<file path="src/rtl/cp0_exc_handler_pkg.sv">
// Shared CP0 definitions: register indices, ExcCodes, handler entry point,
// and the EPC target computation used when an exception is taken.
package cp0_exc_handler_pkg;

    // CP0 register indices (rd field of mfc0/mtc0)
    localparam logic [4:0] CP0_SR    = 5'd12;
    localparam logic [4:0] CP0_CAUSE = 5'd13;
    localparam logic [4:0] CP0_EPC   = 5'd14;
    localparam logic [4:0] CP0_PRID  = 5'd15;

    // ExcCode values produced by the stage detectors
    localparam logic [4:0] EXC_INT  = 5'd0;
    localparam logic [4:0] EXC_ADEL = 5'd4;
    localparam logic [4:0] EXC_ADES = 5'd5;
    localparam logic [4:0] EXC_RI   = 5'd10;
    localparam logic [4:0] EXC_OV   = 5'd12;

    // Exception/interrupt handler entry address
    localparam logic [31:0] HANDLER_ENTRY = 32'h0000_4180;

    // Victim PC rewound to the branch when in a delay slot; 32-bit wrap, word aligned.
    function automatic logic [31:0] epc_target(input logic [31:0] pc, input logic bd);
        logic [31:0] t;
        t = bd ? (pc - 32'd4) : pc;
        return t & ~32'h3;
    endfunction

endpackage

</file>
<file path="src/rtl/cp0_int_arb.sv">
// Combinational interrupt/exception arbiter.
// Ports:
//   hwint       - live hardware interrupt lines HW[7:2]
//   im, ie, exl - SR interrupt mask, global enable, exception level
//   exccode_in  - ExcCode of the M-stage victim (0 = none)
//   int_req     - unmasked interrupt pending and allowed
//   exc_req     - synchronous exception pending and allowed
//   exccode_sel - ExcCode to record; interrupt wins over any exception
module cp0_int_arb
    import cp0_exc_handler_pkg::*;
(
    input  logic [5:0] hwint,
    input  logic [5:0] im,
    input  logic       ie,
    input  logic       exl,
    input  logic [4:0] exccode_in,
    output logic       int_req,
    output logic       exc_req,
    output logic [4:0] exccode_sel
);

    always_comb begin
        int_req     = (|(hwint & im)) & ie & ~exl;
        exc_req     = (exccode_in != EXC_INT) & ~exl;
        exccode_sel = int_req ? EXC_INT : exccode_in;
    end

endmodule

</file>
<file path="src/rtl/cp0_exc_handler.sv">
// Coprocessor-0 exception/interrupt responder: holds SR/Cause/EPC/PRId,
// raises req to flush and redirect, and serves mfc0/mtc0/eret.
// Ports:
//   clk, reset  - rising-edge clock, synchronous active-high reset
//   a_rd        - mfc0 register index;  dout - mfc0 read data
//   a_wr, we, din - mtc0 index, strobe and data
//   pc_in, bd_in, exccode_in - victim PC, delay-slot flag and ExcCode
//   hwint       - level-sensitive hardware interrupt lines
//   exl_clr     - eret in M stage
//   req         - take exception/interrupt now (combinational)
//   epc_out     - registered EPC for the eret target
module cp0_exc_handler
    import cp0_exc_handler_pkg::*;
#(
    parameter logic [31:0] PRID_VAL = 32'h0000_4D49
) (
    input  logic        clk,
    input  logic        reset,
    input  logic [4:0]  a_rd,
    input  logic [4:0]  a_wr,
    input  logic        we,
    input  logic [31:0] din,
    input  logic [31:0] pc_in,
    input  logic        bd_in,
    input  logic [4:0]  exccode_in,
    input  logic [5:0]  hwint,
    input  logic        exl_clr,
    output logic        req,
    output logic [31:0] epc_out,
    output logic [31:0] dout
);

    logic [5:0]  sr_im;
    logic        sr_exl;
    logic        sr_ie;
    logic        cause_bd;
    logic [5:0]  cause_ip;
    logic [4:0]  cause_exc;
    logic [31:0] epc_q;     // [1:0] are held at zero

    logic        int_req;
    logic        exc_req;
    logic [4:0]  exccode_sel;

    cp0_int_arb u_arb (
        .hwint       (hwint),
        .im          (sr_im),
        .ie          (sr_ie),
        .exl         (sr_exl),
        .exccode_in  (exccode_in),
        .int_req     (int_req),
        .exc_req     (exc_req),
        .exccode_sel (exccode_sel)
    );

    assign req     = int_req | exc_req;
    assign epc_out = epc_q;

    always_ff @(posedge clk) begin
        if (reset) begin
            sr_im     <= '0;
            sr_exl    <= 1'b0;
            sr_ie     <= 1'b0;
            cause_bd  <= 1'b0;
            cause_ip  <= '0;
            cause_exc <= '0;
            epc_q     <= '0;
        end else begin
            cause_ip <= hwint;
            if (req) begin
                // Taking the exception drops any same-cycle mtc0.
                sr_exl    <= 1'b1;
                cause_bd  <= bd_in;
                cause_exc <= exccode_sel;
                epc_q     <= epc_target(pc_in, bd_in);
            end else begin
                if (we) begin
                    case (a_wr)
                        CP0_SR: begin
                            sr_im  <= din[15:10];
                            sr_exl <= din[1];
                            sr_ie  <= din[0];
                        end
                        CP0_EPC: epc_q <= {din[31:2], 2'b00};
                        default: ;
                    endcase
                end
                // eret clear overrides an SR write in the same cycle.
                if (exl_clr) begin
                    sr_exl <= 1'b0;
                end
            end
        end
    end

    always_comb begin
        dout = '0;
        case (a_rd)
            CP0_SR:    dout = {16'b0, sr_im, 8'b0, sr_exl, sr_ie};
            CP0_CAUSE: dout = {cause_bd, 15'b0, cause_ip, 3'b0, cause_exc, 2'b00};
            CP0_EPC:   dout = epc_q;
            CP0_PRID:  dout = PRID_VAL;
            default:   dout = '0;
        endcase
    end

endmodule
</file>
<file path="config.mk">
export PLATFORM = sky130hd
export DESIGN_NAME = cp0_exc_handler
export DESIGN_NICKNAME = d
export VERILOG_FILES = /design/src/rtl/cp0_exc_handler_pkg.sv /design/src/rtl/cp0_int_arb.sv /design/src/rtl/cp0_exc_handler.sv
export SDC_FILE = /design/constraint.sdc
export NUM_CORES = 1
export LEC_CHECK = 0
export CORE_MARGIN = 2
export CORE_UTILIZATION = 47
export DETAILED_ROUTE_END_ITERATION = 8
export GPL_TIMING_DRIVEN = 0
export HOLD_SLACK_MARGIN = 0.06
export PLACE_DENSITY_LB_ADDON = 0.2
export SYNTH_ARGS = -nofsm -noshare
export SYNTH_HDL_FRONTEND = slang
export SYNTH_SLANG_ARGS = --single-unit
</file>
<file path="constraint.sdc">
create_clock -name clk -period 4.7 [get_ports clk]
set_clock_uncertainty 0.05 [all_clocks]
set_input_delay 0.94 -clock clk [delete_from_list [all_inputs] [get_ports clk]]
set_output_delay 0.94 -clock clk [all_outputs]
set_load 0.01 [all_outputs]
</file>
Yosys cells after proc, flatten, opt, wreduce, memory -nomap -nowiden
Index checks and enable logic that the tools add are counted.

Bitwise operators: 7. Muxes and demuxes: 10. Eq/ne operators: 6. Reductions and logical operators: 9. Add/subtract/negate cells: 1.

Operator list (count): two-way mux 32 bit (4); one-hot mux 32 bit (4 select lines) (1); subtractor 32 x 3 -> 32 bit (second input constant) (1); == test 5 x 4 -> 1 bit (second input constant) (6); bitwise AND 6 bit (1); nonzero test 3 bit (2); OR reduction 6 bit (1); two-way mux 5 bit (1); nonzero test 5 bit (1); two-way mux 1 bit (4); AND reduction 2 bit (2); nonzero test 2 bit (2); bitwise AND 1 bit (3); AND reduction 3 bit (1); inverter 1 bit (2); bitwise OR 1 bit (1).

Bits of input ports: 90. Logic and storage cells: 40. Output and inout port bits: 65. Bits in registers: 50.

Logic depth before layout (Yosys ltp)
Depth after elaboration: 7. Mapped depth: 7. Gate-level depth less buffers: 6.

By module
Synthesis repeated with hierarchy kept, for this count alone.

Cell total of the unflattened synthesis: 430. Area, all modules: 3133.0 µm².

Modules (own cells, without submodules): cp0_exc_handler (area an instance 3030.4 µm², sequential area each 1001.0 µm², times used 1, cells an instance 417); cp0_int_arb (area an instance 102.6 µm², sequential area each 0.0 µm², times used 1, cells an instance 13).

Worst setup path before layout
Ideal clock, no wire load.

Path type: input to output. From: input port hwint[0]. To: output port req. Data required time: 3.710 ns. Cell stages on the path: 6. Setup slack: 1.535 ns. Arrival time: 2.175 ns. Path buffers: 2. Path through: a22oi_1 a311oi_1 clkbuf_1 nor2_1 inv_1 clkbuf_1.

Cells in the longest elaborated chain, start to end: 5.

Ends and longest elaborated chain: start, declared (line cp0_exc_handler.sv:26) `input logic [5:0] hwint,`; bitwise AND 6 bit (line cp0_int_arb.sv:23) `int_req = (|(hwint & im)) & ie & ~exl;`; OR reduction 6 bit (line cp0_int_arb.sv:23); bitwise AND 1 bit (2 in series) (line cp0_int_arb.sv:23); bitwise OR 1 bit (line cp0_exc_handler.sv:56) `assign req = int_req | exc_req;`; end, declared (line cp0_exc_handler.sv:28) `output logic req,`.

No other way between the ends.

Final worst setup path
From: input port a_rd[0]. To: output port dout[26].

Cells in the longest elaborated chain, start to end: 2. Elaborated cells on any way between the ends: 5. Those cells by class: 4 x eq/ne; 1 x mux.

Ends and longest elaborated chain: start, declared (line cp0_exc_handler.sv:19) `input logic [4:0] a_rd,`; == test 5 x 4 -> 1 bit (line cp0_exc_handler.sv:98) `case (a_rd)`; one-hot mux 32 bit (4 select lines) * (line cp0_exc_handler.sv:98); end, declared (line cp0_exc_handler.sv:30) `output logic [31:0] dout`.

Every way passes the cells marked *; elsewhere a longest branch is shown, timed or not.

==> flow_metrics.tcl <==
set metrics [dict create \
    crit_slowest_cell "clkdlybuf4s50_1" \
    ys_ff_latch 50 \
    crit_top_cell "clkdlybuf4s50_1" \
    hold_viol 0 \
    post_cts_buffers 0 \
    outcome "completed" \
    synth-edff-count 0 \
    crit_type "input port to output pin" \
    drive_above_1_share 0.0546 \
    finalNetCount 731 \
    arrival_ns 3.55 \
    place.gp.congestion 0.939 \
    portBuffers 146 \
    synth_area_um2 3730 \
    clkTransAtPathRegs_ns 0.08 \
    async_flop_share 0 \
    area_growth_pct 45.5 \
    drt-initial-drc-count 396 \
    rows 32 \
    grt_pass1_wl_mm 21.1 \
    worstPathCellList "clkdlybuf4s50_1, nor2b_1, nor2b_2, clkbuf_1, and2_1, clkdlybuf4s50_1" \
    rr_endpoint "epc_out[14]$_SDFFE_PP0P_" \
    syn_area_per_cell_um2 7.67 \
    finalMaxSlewViolations 0 \
    ys.flop_type "dfxtp_1" \
    via_per_inst 6.10 \
    ctsLongestPathBuffers 2 \
    worst_pin_slew_ns 0.974 \
    period_share 0.967 \
    syn-instance-count 486 \
    power.switching_uw 330 \
    reg2reg_from "sr_im[1]$_SDFFE_PP0P_" \
    max_cap_violations 0 \
    start_util 0.485 \
    p_int_uw 749 \
    hpwl_mm 10.9 \
    io-pin-count 155 \
    vias 4534 \
    h-tree-depth 2 \
    ys_types 49 \
    track_usage 0.305 \
    drc 0 \
    cts_resized 1 \
    cts_root_buf "clkbuf_8" \
    combinationalPowerShare 0.314 \
    whs_endpoint "sr_ie$_SDFFE_PP0P_" \
    max_slew_margin 0.345 \
    clock_latency_ns 0.30 \
    min_path_cells 2 \
    clock_sinks 50 \
    ir_drop_mv 0.134 \
    worstSetupStartpointType "input port" \
    finalWorstSetupSlack_ns 0.157 \
    core_um2 7690 \
    swShare 0.306 \
    dr.pass1.iters 5 \
    die_x_um 93.0 \
    seqCellArea_um2 1000 \
    period_needed_ns 4.54 \
    leakage_nw 1.82 \
    hold_class "register to register" \
    rsz0062_at_grt "false" \
    cts_buffers 5 \
    dp_slack_ns -0.0777 \
    n_fill_cell 633 \
    die_h_um 93.0 \
    worst_ep_required_time_ns 3.71 \
    p_per_area_nw_per_um2 199 \
    wirelength_mm 13.5 \
    clkPwrFrac 0.239 \
    ys_seq_area_frac 0.269 \
    cts_hold_buf 0 \
    setup_viol 0 \
    worstRegToRegCells 7 \
    cts_tree "yes" \
    layout_commonest_cell "clkdlybuf4s50_1" \
    critPathMaxStageDelay_ns 0.56 \
    grt_pass1_vias 4149 \
    yosys_warnings 0 \
    die_area_um2 8660 \
    wl_per_cell_um 18.1 \
    antennaDiodeCount 0 \
    multi_input_area_um2 2370 \
    post-route-util 0.705 \
    layout_common_cells "clkdlybuf4s50_1 (146), dfxtp_1 (50), clkbuf_1 (47), a31oi_1 (45), inv_1 (38)" \
    postRouteAntennaNets 0 \
    cp-end-kind "output pin" \
    min_from "sr_ie$_SDFFE_PP0P_" \
    fmax_mhz 220 \
    path_max_fanout 10 \
    pwr-share-seq 0.447 \
    r2r_slack_ns 2.37 \
    grt_antenna_before_repair 0 \
    grt_max_degree 15 \
    grt_overflow_total 0 \
]
[power by group through the flow]
| stage | sequential, mW | combinational [mW] | clock (mW) |
|---|---|---|---|
| after floorplan | 0.494 | 0.141 | 0 |
| after global placement | 0.491 | 0.327 | 0 |
| after detailed placement | 0.492 | 0.333 | 0 |
| after CTS | 0.482 | 0.334 | 0.256 |
| after global routing | 0.486 | 0.365 | 0.273 |
| final | 0.482 | 0.339 | 0.258 |
[flip-flops by register name, indices dropped and copies added, names as in the netlist]
signal,cells
cause_exc,5
sr_im,6
epc_out,30
sr_ie,1
sr_exl,1
cause_bd,1
cause_ip,6
[synthesized netlist by cell type, types with 3 or more instances]
library cell,count,area share
nand3_1,4,0.0054
or2_2,3,0.0050
o31ai_1,10,0.020
and2_1,17,0.029
or3b_2,5,0.012
nor4b_1,3,0.0071
nor3_1,8,0.011
or4_4,5,0.015
a31oi_1,45,0.076
a211oi_1,13,0.026
clkbuf_1,47,0.047
inv_1,38,0.038
xor2_1,3,0.0071
or3_1,14,0.024
or4_1,18,0.036
buf_4,3,0.0060
nand4_1,4,0.0067
a311oi_1,6,0.014
a22oi_1,7,0.014
nor2_1,20,0.020
o41ai_1,17,0.040
nor2b_1,12,0.020
dfxtp_1,50,0.27
o21ai_0,10,0.013
and4_1,30,0.071
xnor2_1,6,0.014
mux2i_1,10,0.027
nand2_1,23,0.023
nor4_1,18,0.030
a21oi_1,13,0.017
[cell type report]
cell class | count | share of cell area
flip-flops and latches | 50 | 0.185
multi-input cells | 345 | 0.437
inverters | 38 | 0.0263
clock inverters | 1 | 0.000923
repair buffers | 146 | 0.270
clock buffers | 7 | 0.0159
well taps | 102 | 0.0235
plain buffers | 54 | 0.0418
[routing by layer]
metal	track usage	wire length, um	vias to the layer above	part of all wire
met5	0	0	-	0
met4	0.0931	281	0	0.021
li1	-	-	2160	-
met1	0.409	5570	2094	0.41
met3	0.0306	1240	25	0.092
met2	0.519	6370	255	0.47
[cells by family (layout without fill, tap and decap cells)]
group | count (synthesis) | count (layout) | share of synthesized area
DFF | 50 | 50 | 0.269
and+or+nand+nor | 196 | 196 | 0.345
AOI/OAI and AO/OA | 127 | 127 | 0.235
muxes | 10 | 10 | 0.0269
adders and majority gates | 1 | 1 | 0.00336
buffers and inverters | 92 | 246 | 0.0987
other | 1 | 2 | 0.00101
xor gates and xnor gates | 9 | 9 | 0.0212
[how the worst max path moves through the flow]
stage | start | to | slack [ns] | cells past startpoint
5_1_grt | a_rd[0] | dout[26] | 0.005 | 6
2_1_floorplan | hwint[0] | req | 1.54 | 6
6_report | a_rd[0] | dout[26] | 0.16 | 6
3_3_place_gp | a_rd[0] | dout[24] | 0.006 | 6
4_1_cts | hwint[0] | req | 0.03 | 8
3_5_place_dp | a_rd[0] | dout[26] | -0.08 | 6
[critical path, delay by kind of cell]
kind / cells / cell delay [ns]
buffers and inverters: 3 / 1.50
and+or+nand+nor: 3 / 1.09
[stage by stage]
step / TNS [ns] / instance area (um2) / std cells / hold WS [ns] / power, mW
floorplan: 0 / 3730 / 487 / 0.385 / 0.635
global placement: 0 / 5320 / 735 / 0.397 / 0.817
detailed placement: -0.430 / 5320 / 735 / 0.416 / 0.824
CTS: 0 / 5410 / 743 / 0.428 / 1.07
global route: 0 / 5420 / 743 / 0.451 / 1.12
finish: 0 / 5420 / 743 / 0.427 / 1.08
(Power assumes the default switching activity.)
